--- src/rtl/board_pkg.sv ---
// Shared constants and arbiter state encoding for the board memory subsystem.
package board_pkg;

    localparam int unsigned REQ_CONTROL   = 0;
    localparam int unsigned REQ_VALIDATOR = 1;
    localparam int unsigned REQ_DATAPATH  = 2;
    localparam int unsigned REQ_VIEW      = 3;

    localparam int unsigned BOARD_N_REQ  = 4;
    localparam int unsigned BOARD_ADDR_W = 6;
    localparam int unsigned PIECE_W      = 4;

    typedef enum logic [1:0] {
        ARB_IDLE    = 2'd0,
        ARB_GRANT   = 2'd1,
        ARB_RELEASE = 2'd2
    } arb_state_e;

endpackage

--- src/rtl/board_rr_pick.sv ---
// Combinational round-robin picker: first requester strictly after ptr_i, wrapping.
module board_rr_pick
    import board_pkg::*;
#(
    parameter int unsigned N_REQ = BOARD_N_REQ,
    parameter int unsigned IDX_W = $clog2(BOARD_N_REQ)
) (
    input  logic [N_REQ-1:0] req_i,
    input  logic [IDX_W-1:0] ptr_i,
    output logic [N_REQ-1:0] pick_o,
    output logic [IDX_W-1:0] idx_o
);

    logic             found;
    logic [IDX_W-1:0] cand;

    always_comb begin
        pick_o = '0;
        idx_o  = '0;
        found  = 1'b0;
        cand   = '0;
        // Last owner is visited last, which gives the fairness guarantee.
        for (int unsigned k = 1; k <= N_REQ; k++) begin
            cand = IDX_W'((32'(ptr_i) + k) % N_REQ);
            if (!found && req_i[cand]) begin
                found = 1'b1;
                idx_o = cand;
            end
        end
        if (found) begin
            pick_o[idx_o] = 1'b1;
        end
    end

endmodule

--- src/rtl/board_mem_arbiter.sv ---
// Round-robin request/grant arbiter in front of the 1-cycle-latency board RAM.
// Optional grant hold limit enabled by defining BOARD_ARB_HOLD_LIMIT_EN.
module board_mem_arbiter
    import board_pkg::*;
#(
    parameter int unsigned N_REQ  = BOARD_N_REQ,
    parameter int unsigned ADDR_W = BOARD_ADDR_W,
    parameter int unsigned DATA_W = PIECE_W
`ifdef BOARD_ARB_HOLD_LIMIT_EN
    ,
    parameter int unsigned MAX_HOLD = 64
`endif
) (
    input  logic                      clk,
    input  logic                      reset,
    input  logic [N_REQ-1:0]          req,
    input  logic [N_REQ-1:0]          we,
    input  logic [N_REQ*ADDR_W-1:0]   addr_flat,
    input  logic [N_REQ*DATA_W-1:0]   wdata_flat,
    output logic [N_REQ-1:0]          gnt,
    output logic [DATA_W-1:0]         rdata,
    output logic [N_REQ-1:0]          rvalid,
    output logic [$clog2(N_REQ)-1:0]  owner,
    output logic                      busy,
    output logic [ADDR_W-1:0]         mem_addr,
    output logic                      mem_we,
    output logic [DATA_W-1:0]         mem_wdata,
    input  logic [DATA_W-1:0]         mem_rdata
);

    localparam int unsigned IDX_W = $clog2(N_REQ);

    arb_state_e        state_q, state_d;
    logic [N_REQ-1:0]  gnt_q, gnt_d;
    logic [IDX_W-1:0]  owner_q, owner_d;
    logic [IDX_W-1:0]  ptr_q, ptr_d;
    logic              busy_q, busy_d;
    logic [N_REQ-1:0]  rvalid_q, rvalid_d;
    logic              rd_pend_q, rd_pend_d;
    logic [DATA_W-1:0] rdata_q, rdata_d;

    logic [N_REQ-1:0]  pick_c;
    logic [IDX_W-1:0]  pick_idx_c;
    logic              own_req_c;
    logic              own_we_c;
    logic [ADDR_W-1:0] own_addr_c;
    logic [DATA_W-1:0] own_wdata_c;
    logic              hold_hit_c;

    board_rr_pick #(
        .N_REQ (N_REQ),
        .IDX_W (IDX_W)
    ) u_pick (
        .req_i  (req),
        .ptr_i  (ptr_q),
        .pick_o (pick_c),
        .idx_o  (pick_idx_c)
    );

    // Current owner's request fields.
    assign own_req_c   = req[owner_q];
    assign own_we_c    = we[owner_q];
    assign own_addr_c  = addr_flat[32'(owner_q)*ADDR_W +: ADDR_W];
    assign own_wdata_c = wdata_flat[32'(owner_q)*DATA_W +: DATA_W];

`ifdef BOARD_ARB_HOLD_LIMIT_EN
    localparam int unsigned HOLD_W = $clog2(MAX_HOLD) + 1;

    logic [HOLD_W-1:0] hold_q, hold_d;

    // Counts grant cycles; the MAX_HOLD-th grant cycle is the last one.
    assign hold_hit_c = (hold_q == HOLD_W'(MAX_HOLD - 1));

    always_comb begin
        hold_d = '0;
        if (state_q == ARB_GRANT) begin
            hold_d = hold_q + HOLD_W'(1);
        end
    end

    always_ff @(posedge clk) begin
        if (reset) begin
            hold_q <= '0;
        end else begin
            hold_q <= hold_d;
        end
    end
`else
    assign hold_hit_c = 1'b0;
`endif

    always_comb begin
        state_d   = state_q;
        gnt_d     = gnt_q;
        owner_d   = owner_q;
        ptr_d     = ptr_q;
        busy_d    = busy_q;
        rvalid_d  = '0;
        rd_pend_d = 1'b0;
        rdata_d   = rdata_q;
        mem_addr  = '0;
        mem_we    = 1'b0;
        mem_wdata = '0;

        if (rd_pend_q) begin
            rdata_d = mem_rdata;
        end

        case (state_q)
            ARB_IDLE, ARB_RELEASE: begin
                if (|req) begin
                    state_d = ARB_GRANT;
                    gnt_d   = pick_c;
                    owner_d = pick_idx_c;
                    ptr_d   = pick_idx_c;
                    busy_d  = 1'b1;
                end else begin
                    state_d = ARB_IDLE;
                    gnt_d   = '0;
                    busy_d  = 1'b0;
                end
            end
            ARB_GRANT: begin
                mem_addr  = own_addr_c;
                mem_wdata = own_wdata_c;
                if (own_req_c) begin
                    mem_we = own_we_c;
                    if (!own_we_c) begin
                        rd_pend_d = 1'b1;
                        rvalid_d  = gnt_q;
                    end
                end
                if (!own_req_c || hold_hit_c) begin
                    state_d = ARB_RELEASE;
                    gnt_d   = '0;
                end
            end
            default: begin
                state_d = ARB_IDLE;
                gnt_d   = '0;
                busy_d  = 1'b0;
            end
        endcase
    end

    always_ff @(posedge clk) begin
        if (reset) begin
            state_q   <= ARB_IDLE;
            gnt_q     <= '0;
            owner_q   <= '0;
            ptr_q     <= IDX_W'(N_REQ - 1);
            busy_q    <= 1'b0;
            rvalid_q  <= '0;
            rd_pend_q <= 1'b0;
            rdata_q   <= '0;
        end else begin
            state_q   <= state_d;
            gnt_q     <= gnt_d;
            owner_q   <= owner_d;
            ptr_q     <= ptr_d;
            busy_q    <= busy_d;
            rvalid_q  <= rvalid_d;
            rd_pend_q <= rd_pend_d;
            rdata_q   <= rdata_d;
        end
    end

    assign gnt    = gnt_q;
    assign rvalid = rvalid_q;
    assign owner  = owner_q;
    assign busy   = busy_q;
    // RAM data passes through in its valid cycle, otherwise the last value is held.
    assign rdata  = rd_pend_q ? mem_rdata : rdata_q;

endmodule

--- config.mk ---
export PLATFORM = sky130hd
export DESIGN_NAME = board_mem_arbiter
export DESIGN_NICKNAME = d
export VERILOG_FILES = /design/src/rtl/board_pkg.sv /design/src/rtl/board_rr_pick.sv /design/src/rtl/board_mem_arbiter.sv
export SDC_FILE = /design/constraint.sdc
export NUM_CORES = 1
export LEC_CHECK = 0
export CAP_MARGIN = 30
export CORE_ASPECT_RATIO = 1.4
export CORE_MARGIN = 8
export CORE_UTILIZATION = 37
export DETAILED_ROUTE_END_ITERATION = 10
export PLACE_DENSITY_LB_ADDON = 0.08
export SLEW_MARGIN = 20
export SYNTH_ARGS = -nofsm -noshare
export SYNTH_HDL_FRONTEND = slang
export SYNTH_SLANG_ARGS = --single-unit
--- constraint.sdc ---
create_clock -name clk -period 3.2 [get_ports clk]
set_input_delay 0.8 -clock clk [delete_from_list [all_inputs] [get_ports clk]]
set_output_delay 0.8 -clock clk [all_outputs]
set_load 0.02 [all_outputs]
== Word-level counts from Yosys, hierarchy flattened ==
Cells that the tools add are included.

* Multipliers: 1
* Div/mod/pow operators: 0
* Bitwise operators: 2
* Add/subtract/negate cells: 4
* Shift operators: 2
* Equality and inequality tests: 3
* $lt $le $gt $ge: 7
* Muxes and demuxes: 37
* Reduce and logical (&&, ||, !) cells: 13

{| class="wikitable"
|+ Operators with widths
! cell !! count
|-
| indexed part select 24 x 6 -> 6 bit || 1
|-
| two-way mux 4 bit || 5
|-
| < comparator 2 x 3 -> 1 bit (second input constant) || 6
|-
| two-way mux 1 bit || 16
|-
| indexed part select 16 x 5 -> 4 bit || 1
|-
| binary-select mux 1 bit (select 2 bit) || 6
|-
| two-way mux 2 bit || 5
|-
| one-hot mux 4 bit (2 select lines) || 1
|-
| OR reduction 4 bit || 2
|-
| two-way mux 6 bit || 1
|-
| adder 2 x 1 -> 2 bit (second input constant) || 2
|-
| adder 2 bit (second input constant) || 2
|-
| logical AND 1 bit || 4
|-
| multiplier 2 x 2 -> 4 bit (second input constant) || 1
|-
| one-hot mux 2 bit (2 select lines) || 1
|-
| zero test 1 bit || 3
|-
| OR reduction 3 bit || 1
|-
| demux 1 bit (select 2 bit) || 1
|-
| equality test 2 x 1 -> 1 bit (second input constant) || 1
|-
| equality test 2 bit (second input constant) || 1
|-
| >= comparator 2 x 1 -> 1 bit (second input constant) || 1
|-
| zero test 2 bit || 1
|-
| inequality test 2 bit (second input constant) || 1
|-
| inverter 1 bit || 2
|-
| other kinds (3) || 3
|}

* Flip-flop bits (word level): 20
* Memories: 0
* Logic and storage cells: 77
* Memory bits (writable): 0
* Latch bits: 0
* Output and inout bits: 26
* Bits in read-only memories: 0

== Logic depth before layout (Yosys ltp) ==
Gate-level depths: netlist of run 1.

* Depth in word-level cells: 20
* Mapped depth: 4
* Depth with buffers taken out: 4

== Cells and area by module ==
From an unflattened synthesis of run 1, not the netlist that was laid out.

* Cell total of the unflattened synthesis: 138
* Area, all modules: 1446.4 µm²

{| class="wikitable"
|+ By module, submodules not included
! module !! instances !! cells an instance !! area an instance (µm²)
|-
| board_mem_arbiter || 1 || 105 || 1227.4
|-
| board_rr_pick || 1 || 33 || 219.0
|}

== Worst setup path before layout of run 1 ==
No wires, ideal clock.

* Kind: in2out
* From: input req[3]
* To: output mem_we
* Cell stages on the path: 3
* Setup slack: 0.893 ns
* Data arrival time: 1.507 ns
* Cell sequence: mux4_2 nand2_1 nor2_1

* Longest elaborated chain between the ends: 4

{| class="wikitable"
|+ RTL lines
! what !! RTL line !! source
|-
| start, declared || board_mem_arbiter.sv:16 || <nowiki>input logic [N_REQ-1:0] req,</nowiki>
|-
| binary-select mux 1 bit (select 2 bit) || board_mem_arbiter.sv:61 || <nowiki>assign own_req_c = req[owner_q];</nowiki>
|-
| two-way mux 1 bit (implied by the code) || board_mem_arbiter.sv:61 ||
|-
| two-way mux 1 bit || board_mem_arbiter.sv:126 || <nowiki>if (own_req_c) begin</nowiki>
|-
| two-way mux 1 bit || board_mem_arbiter.sv:109 || <nowiki>case (state_q)</nowiki>
|-
| end, declared || board_mem_arbiter.sv:26 || <nowiki>output logic mem_we,</nowiki>
|}

Every way passes these cells. The select of a mux whose other input is x is not followed.

== Worst setup path after layout of run 1 ==
* From: input wdata_flat[9]
* To: output mem_wdata[1]

* Longest elaborated chain between the ends: 2

{| class="wikitable"
|+ RTL lines
! what !! RTL line !! source
|-
| start, declared || board_mem_arbiter.sv:19 || <nowiki>input logic [N_REQ*DATA_W-1:0] wdata_flat,</nowiki>
|-
| indexed part select 16 x 5 -> 4 bit || board_mem_arbiter.sv:64 || <nowiki>assign own_wdata_c = wdata_flat[32'(owner_q)*DATA_W +: DATA_W];</nowiki>
|-
| two-way mux 4 bit || board_mem_arbiter.sv:109 ||
|-
| end, declared || board_mem_arbiter.sv:27 || <nowiki>output logic [DATA_W-1:0] mem_wdata,</nowiki>
|}

Every way passes these cells.

==> results of run 1 <==
## per-layer routing
metal	global-route usage [%]	vias to the layer above	part of all wire [%]
met5	0	-	0
met4	4.918	0	1.6
met3	6.190	6	8.7
met2	29.80	58	60
met1	12.30	539	30
li1	-	549	-
## path summary, 6_finish.rpt
path,startpoint,slack (ns),end,cells after the start
max reg2reg,owner[0]$_SDFFE_PP0P_,1.46,rvalid[1]$_SDFF_PP0_,5
min,busy$_SDFFE_PP0N_,0.50,busy$_SDFFE_PP0N_,2
min reg2reg,busy$_SDFFE_PP0N_,0.50,busy$_SDFFE_PP0N_,2
max,wdata_flat[9],0.04,mem_wdata[1],4
## worst max-delay path, delay by kind of cell
kind | cells | cell delay, ns
and+or+nand+nor | 1 | 0.13
muxes | 1 | 0.44
buffers and inverters | 2 | 0.99
## power by group through the flow
stage | clock [mW] | sequential (mW) | combinational, mW
floorplan | 0 | 0.307 | 0.188
global placement | 0 | 0.299 | 0.367
detailed placement | 0 | 0.301 | 0.375
CTS | 0.248 | 0.296 | 0.375
global route | 0.258 | 0.299 | 0.392
finish | 0.245 | 0.296 | 0.366
## logic make-up (layout without fill, tap and decap cells)
kind of cell           count (synthesis)  after routing  synth area share [%]
buffers and inverters                  4             90                 1.695
flip-flops                            20             20                 36.16
AND/OR/NAND/NOR                       44             44                 23.16
multiplexers                          17             17                 29.38
AO/OA/AOI/OAI                         15             15                 9.605
## Yosys cell counts, types with 2 or more instances
cell type	count
a21o_1	3
a21oi_1	6
a32o_1	4
and3_1	4
clkbuf_1	3
dfxtp_1	20
mux2_2	4
mux4_2	12
nand2_1	4
nand2b_1	4
nand3b_1	2
nor2_1	7
nor2b_1	14
nor3_1	4
## sequential cells by signal, indices dropped and copies added (netlist names)
name and count:
rdata_q 4, owner 2, busy 1, state_q 2
gnt 4, rvalid 4, rd_pend_q 1, ptr_q 2
## repair_timing
action	in CTS	in global routing
endpoints found under the hold margin	0	0
resized for setup	2	7
setup endpoints to repair	2	7
hold buffers	0	0
## final cells by class
type                    instances  area share [%]
repair buffers                 86           41.58
multi-input cells              76           33.33
flip-flops and latches         20           19.39
well taps                      37           2.242
clock buffers                   3           2.000
clock inverters                 1           1.455
==> results_dict.tcl, run 1 <==
set metrics [dict create \
    crit_top_cell "clkdlybuf4s50_1" \
    power.switching_fraction_pct 28.32 \
    path_max_fanout 1 \
    dr.pass1.iters 4 \
    diodes 0 \
    num-fill-cells 206 \
    cts.sinks 20 \
    finalSetupViolCount 0 \
    ys_seq_area_share_pct 36.16 \
    cpMaxStageDelayCell "clkdlybuf4s50_1" \
    syn-cell-area_um2 1107 \
    p_total_uw 906.2 \
    drc 0 \
    cap_violations 0 \
    clkTransAtPathRegs_ns 0.07 \
    ioPinCount 80 \
    crit_arrival_ns 2.36 \
    multiInputGateArea_um2 688.2 \
    syn_avg_cell_area_um2 11.07 \
    fp.dieH_um 80.73 \
    synth.area.top_cells "dfxtp_1 (36%), mux4_2 (24%), nor2b_1 (7.9%), mux2_2 (4.1%), a32o_1 (3.6%)" \
    peakVddDrop_v 0.0003827 \
    worstPathRequired_ns 2.40 \
    final-seq-area_um2 400.4 \
    post-cts-setup-buffer-count 0 \
    place_area_um2 1978 \
    yosysWarnings 0 \
    core_area_um2 2849 \
    finalMaxSlewViolations 0 \
    vias_per_cell 5.166 \
    fin_crit_ns 3.163 \
    start_util_pct 38.87 \
    drive_gt1_share_pct 15.05 \
    dp_slack_ns -0.04566 \
    crit_type "input port to output port" \
    synth-seq-cells 20 \
    drt_iter0_markers 25 \
    io_buffers 79 \
    place_hpwl_um 3361 \
    areaGrowthSynthToFinish_pct 86.44 \
    detail-route-antenna-nets 0 \
    grt-ovfl-total 0 \
    hold_viol_final 0 \
    totalNegativeSetupSlack_ns 0 \
    seqPwrFrac_pct 32.6 \
    synth_ff_type "dfxtp_1" \
    dp.cells 219 \
    hold_ws_ns 0.4956 \
    placementRows 23 \
    powerDensity_nw_per_um2 439.0 \
    cts-htree-levels 1 \
    cts_inserted_buffers 3 \
    async_flop_share_pct 0 \
    cpPeakStageDelay_ns 0.58 \
    critical_path.cell_chain "clkdlybuf4s50_1 > mux4_2 > nor2b_1 > clkdlybuf4s50_1" \
    routedWlPerCell_um 17.52 \
    wirelength_um 3906 \
    ctsLongestPathBuffers 2 \
    grt_pass1_vias 1250 \
    synth_area_leader_cell "dfxtp_1" \
    outcome "complete, no violations" \
    utilization_pct 72.46 \
    worst_pin_slew_ns 0.6143 \
    slew_headroom_pct 58.99 \
    end_kind "output port" \
    synth_fp_nets 154 \
    final_cell_area_um2 2064 \
    p_clk_share_pct 27.0 \
    num_vias 1152 \
    grt_pass1_wl_um 5975 \
    die_area_um2 5024 \
    grt_max_degree 15 \
    start_kind "input port" \
    synth.lib_cells_used.distinct 23 \
    layout_common_cells "clkdlybuf4s50_1 (70), dfxtp_1 (20), nor2b_1 (14), mux4_2 (12)" \
    worst_slack_ns 0.03701 \
    cts_tree "yes" \
    clock_skew_ns 0.006627 \
    fmax_mhz 316.2 \
    cellInternalPower_uw 649.6 \
    min-delay-path-class "flip-flop to flip-flop" \
    leakagePower_nw 0.8962 \
    syn_inst 100 \
    switchingPower_uw 256.7 \
    fin_nets 241 \
    track_usage_pct 14.62 \
    fp.dieW_um 62.24 \
    layout_commonest_cell "clkdlybuf4s50_1" \
    cts_root_buf "clkbuf_8" \
    synth_edf_count 0 \
    fin_crit_sh_pct 98.84 \
    place.gp.congestion 0.7800 \
    stdcell_count 223 \
    netlist.area_leader.share_pct 36.16 \
    combPwrFrac_pct 40.4 \
    antenna_found_initial 0 \
    clkLatencyLatePin_ns 0.26 \
    rsz0062_at_grt "false" \
]
No activity file was read; power rests on OpenSTA's default activity.
==> inputs of run 2 (changes only) <==
--- a/config.mk
+++ b/config.mk
@@ -8,10 +8,11 @@
 export CAP_MARGIN = 30
 export CORE_ASPECT_RATIO = 1.4
 export CORE_MARGIN = 8
-export CORE_UTILIZATION = 37
+export CORE_UTILIZATION = 42
 export DETAILED_ROUTE_END_ITERATION = 10
 export PLACE_DENSITY_LB_ADDON = 0.08
 export SLEW_MARGIN = 20
 export SYNTH_ARGS = -nofsm -noshare
 export SYNTH_HDL_FRONTEND = slang
+export SYNTH_HIERARCHICAL = 1
 export SYNTH_SLANG_ARGS = --single-unit
==> results_dict.tcl, run 2 <==
set metrics [dict create \
    outcome "complete, no violations" \
    num_vias 1385 \
    crit_arrival_ns 2.35 \
    wirelength_um 4486 \
    synth_area_leader_cell "dfxtp_1" \
    worst_slack_ns 0.04571 \
    crit_top_cell "clkdlybuf4s50_1" \
    cap_violations 0 \
    drt_iter0_markers 35 \
    synth.area.top_cells "dfxtp_1 (28%), mux4_2 (19%), nor2b_1 (6.9%), o32ai_2 (4.5%), nand2b_1 (3.9%)" \
    fin_crit_sh_pct 98.57 \
    r2r-start "owner[1]$_SDFFE_PP0P_" \
    crit_type "input port to output port" \
    cts_tree "yes" \
    min-delay-path-class "flip-flop to flip-flop" \
    switchingPower_uw 238.4 \
    synth-seq-cells 20 \
    synth.lib_cells_used.distinct 40 \
    core_area_um2 3347 \
    hold_viol_final 0 \
    start_util_pct 43.21 \
    dp_slack_ns 0.002363 \
    grt.met1_usage_pct 18.66 \
    rsz0062_at_grt "false" \
    cts-htree-levels 1 \
    clock_skew_ns 0.001823 \
    layout_common_cells "clkdlybuf4s50_1 (70), dfxtp_1 (20), nor2b_1 (16), mux4_2 (12), nand2b_1 (9)" \
    die_area_um2 5604 \
    path_max_fanout 1 \
    combPwrFrac_pct 39.9 \
    finalMaxSlewViolations 0 \
    drc 0 \
    syn-cell-area_um2 1446 \
    routedWlPerCell_um 17.52 \
    antenna_found_initial 0 \
    cts.sinks 20 \
    clkTransAtPathRegs_ns 0.07 \
    cp.buffers_inverters 2 \
    start_kind "input port" \
    post-cts-setup-buffer-count 0 \
    diodes 0 \
    power.switching_fraction_pct 29.81 \
    seqPwrFrac_pct 36.3 \
    track_usage_pct 16.82 \
    critical_path.cell_chain "clkdlybuf4s50_1 > mux4_2 > nor2b_1 > clkdlybuf4s50_1" \
    synth_most_common_cell "dfxtp_1" \
    powerDensity_nw_per_um2 345.8 \
    fp.dieH_um 85.44 \
    dr.pass1.iters 4 \
    cts_root_buf "clkbuf_8" \
    clkLatencyLatePin_ns 0.26 \
    end_kind "output port" \
    areaGrowthSynthToFinish_pct 59.86 \
    met2_usage_pct 31.18 \
    min_from "gnt[3]$_SDFFE_PP0P_" \
    yosysWarnings 6 \
    vias_per_cell 5.410 \
    use_met3_pct 3.162 \
    cpPeakStageDelay_ns 0.56 \
    synth_fp_nets 192 \
    fin_nets 271 \
    leakagePower_nw 0.9332 \
    finalSetupViolCount 0 \
    synth_edf_count 0 \
    worstSetupStartpoint "wdata_flat[12]" \
    netlist.area_leader.share_pct 27.68 \
    cpMaxStageDelayCell "clkdlybuf4s50_1" \
    crit_family "buffers and inverters" \
    ys_seq_area_share_pct 27.68 \
    cts_inserted_buffers 3 \
    place_hpwl_um 3620 \
    worst_pin_slew_ns 0.8667 \
    grt_pass1_wl_um 7576 \
    io_buffers 79 \
    syn_avg_cell_area_um2 10.48 \
    fin_crit_ns 3.154 \
    peakVddDrop_v 0.0002490 \
    placementRows 25 \
    grt_max_degree 25 \
    grt-busiest-layer "met2" \
    p_clk_share_pct 23.8 \
    grt-ovfl-total 0 \
    synth_ff_type "dfxtp_1" \
    place.gp.congestion 0.9266 \
    cellInternalPower_uw 561.2 \
    ioPinCount 80 \
    slew_headroom_pct 42.04 \
    totalNegativeSetupSlack_ns 0 \
    drive_gt1_share_pct 17.59 \
    ctsLongestPathBuffers 2 \
    fmax_mhz 317.0 \
    fp.dieW_um 65.60 \
    layout_commonest_cell "clkdlybuf4s50_1" \
    syn_inst 138 \
    worstPathRequired_ns 2.40 \
    grt_pass1_vias 1476 \
    ys_top_cells_by_count "dfxtp_1 (20), nor2b_1 (16), mux4_2 (12)" \
    async_flop_share_pct 0 \
    detail-route-antenna-nets 0 \
]
-- run 2: final timing paths --
kind / slack [ns] / to / cells after the start
worst min register to register: 0.50 / rvalid[3]$_SDFF_PP0_ / 2
worst max-delay path: 0.05 / mem_wdata[0] / 4
worst min-delay path: 0.50 / rvalid[3]$_SDFF_PP0_ / 2
worst max register to register: 1.54 / gnt[1]$_SDFFE_PP0P_ / 4
-- run 2: kinds of logic (layout without fill, tap and decap cells) --
logic type	count (synthesis)	after routing	share of synthesized area (%)
AOI/OAI and AO/OA	30	30	16.78
buffers and inverters	19	97	8.823
DFF	20	20	27.68
muxes	19	19	23.88
and+or+nand+nor	50	50	22.84
-- run 2: per-layer routing --
| metal | wire [µm] | vias to the layer above |
|---|---|---|
| met4 | 24 | 0 |
| met5 | 0 | - |
| met2 | 2421 | 52 |
| li1 | - | 668 |
| met1 | 1759 | 662 |
| met3 | 281 | 3 |
-- run 2: final cells by class --
type / count / area [µm²]
inverters: 7 / 26.28
repair buffers: 86 / 862.1
fillers: 268 / 1035
multi-input cells: 99 / 918.4
well taps: 40 / 50.05
clock buffers: 4 / 55.05
flip-flops and latches: 20 / 400.4
-- run 2: repair_timing --
action,4_1_cts,5_1_grt
gates cloned,0,0
endpoints found under the setup margin,1,8
hold buffers,0,0
gates resized for setup,1,8
-- run 2: power groups by stage --
stage / Sequential [mW] / Clock, mW / Combinational (mW)
after CTS: 0.290 / 0.195 / 0.324
final: 0.290 / 0.190 / 0.319
after detailed placement: 0.295 / 0 / 0.324
after global placement: 0.293 / 0 / 0.318
after floorplan: 0.286 / 0 / 0.197
after global routing: 0.294 / 0.206 / 0.344
-- run 2: worst reg2reg max path, cell delays in order, from the launching register on --
cell and delay, ns:
dfxtp_1 0.53, or3b_1 0.48, o22a_4 0.20, buf_4 0.16
o32ai_2 0.20
-- run 2: stage by stage --
stage / total power [mW] / std cells / utilization, % / hold slack [ns] / cell area [µm²]
after floorplan: 0.4832 / 138 / - / 0.4688 / 1446
after global placement: 0.6113 / 252 / 66.88 / 0.4784 / 2238
after detailed placement: 0.6189 / 252 / 66.88 / 0.4900 / 2238
after CTS: 0.8091 / 256 / 68.49 / 0.5051 / 2292
after global routing: 0.8435 / 256 / 69.08 / 0.5210 / 2312
final: 0.7995 / 256 / 69.08 / 0.5040 / 2312
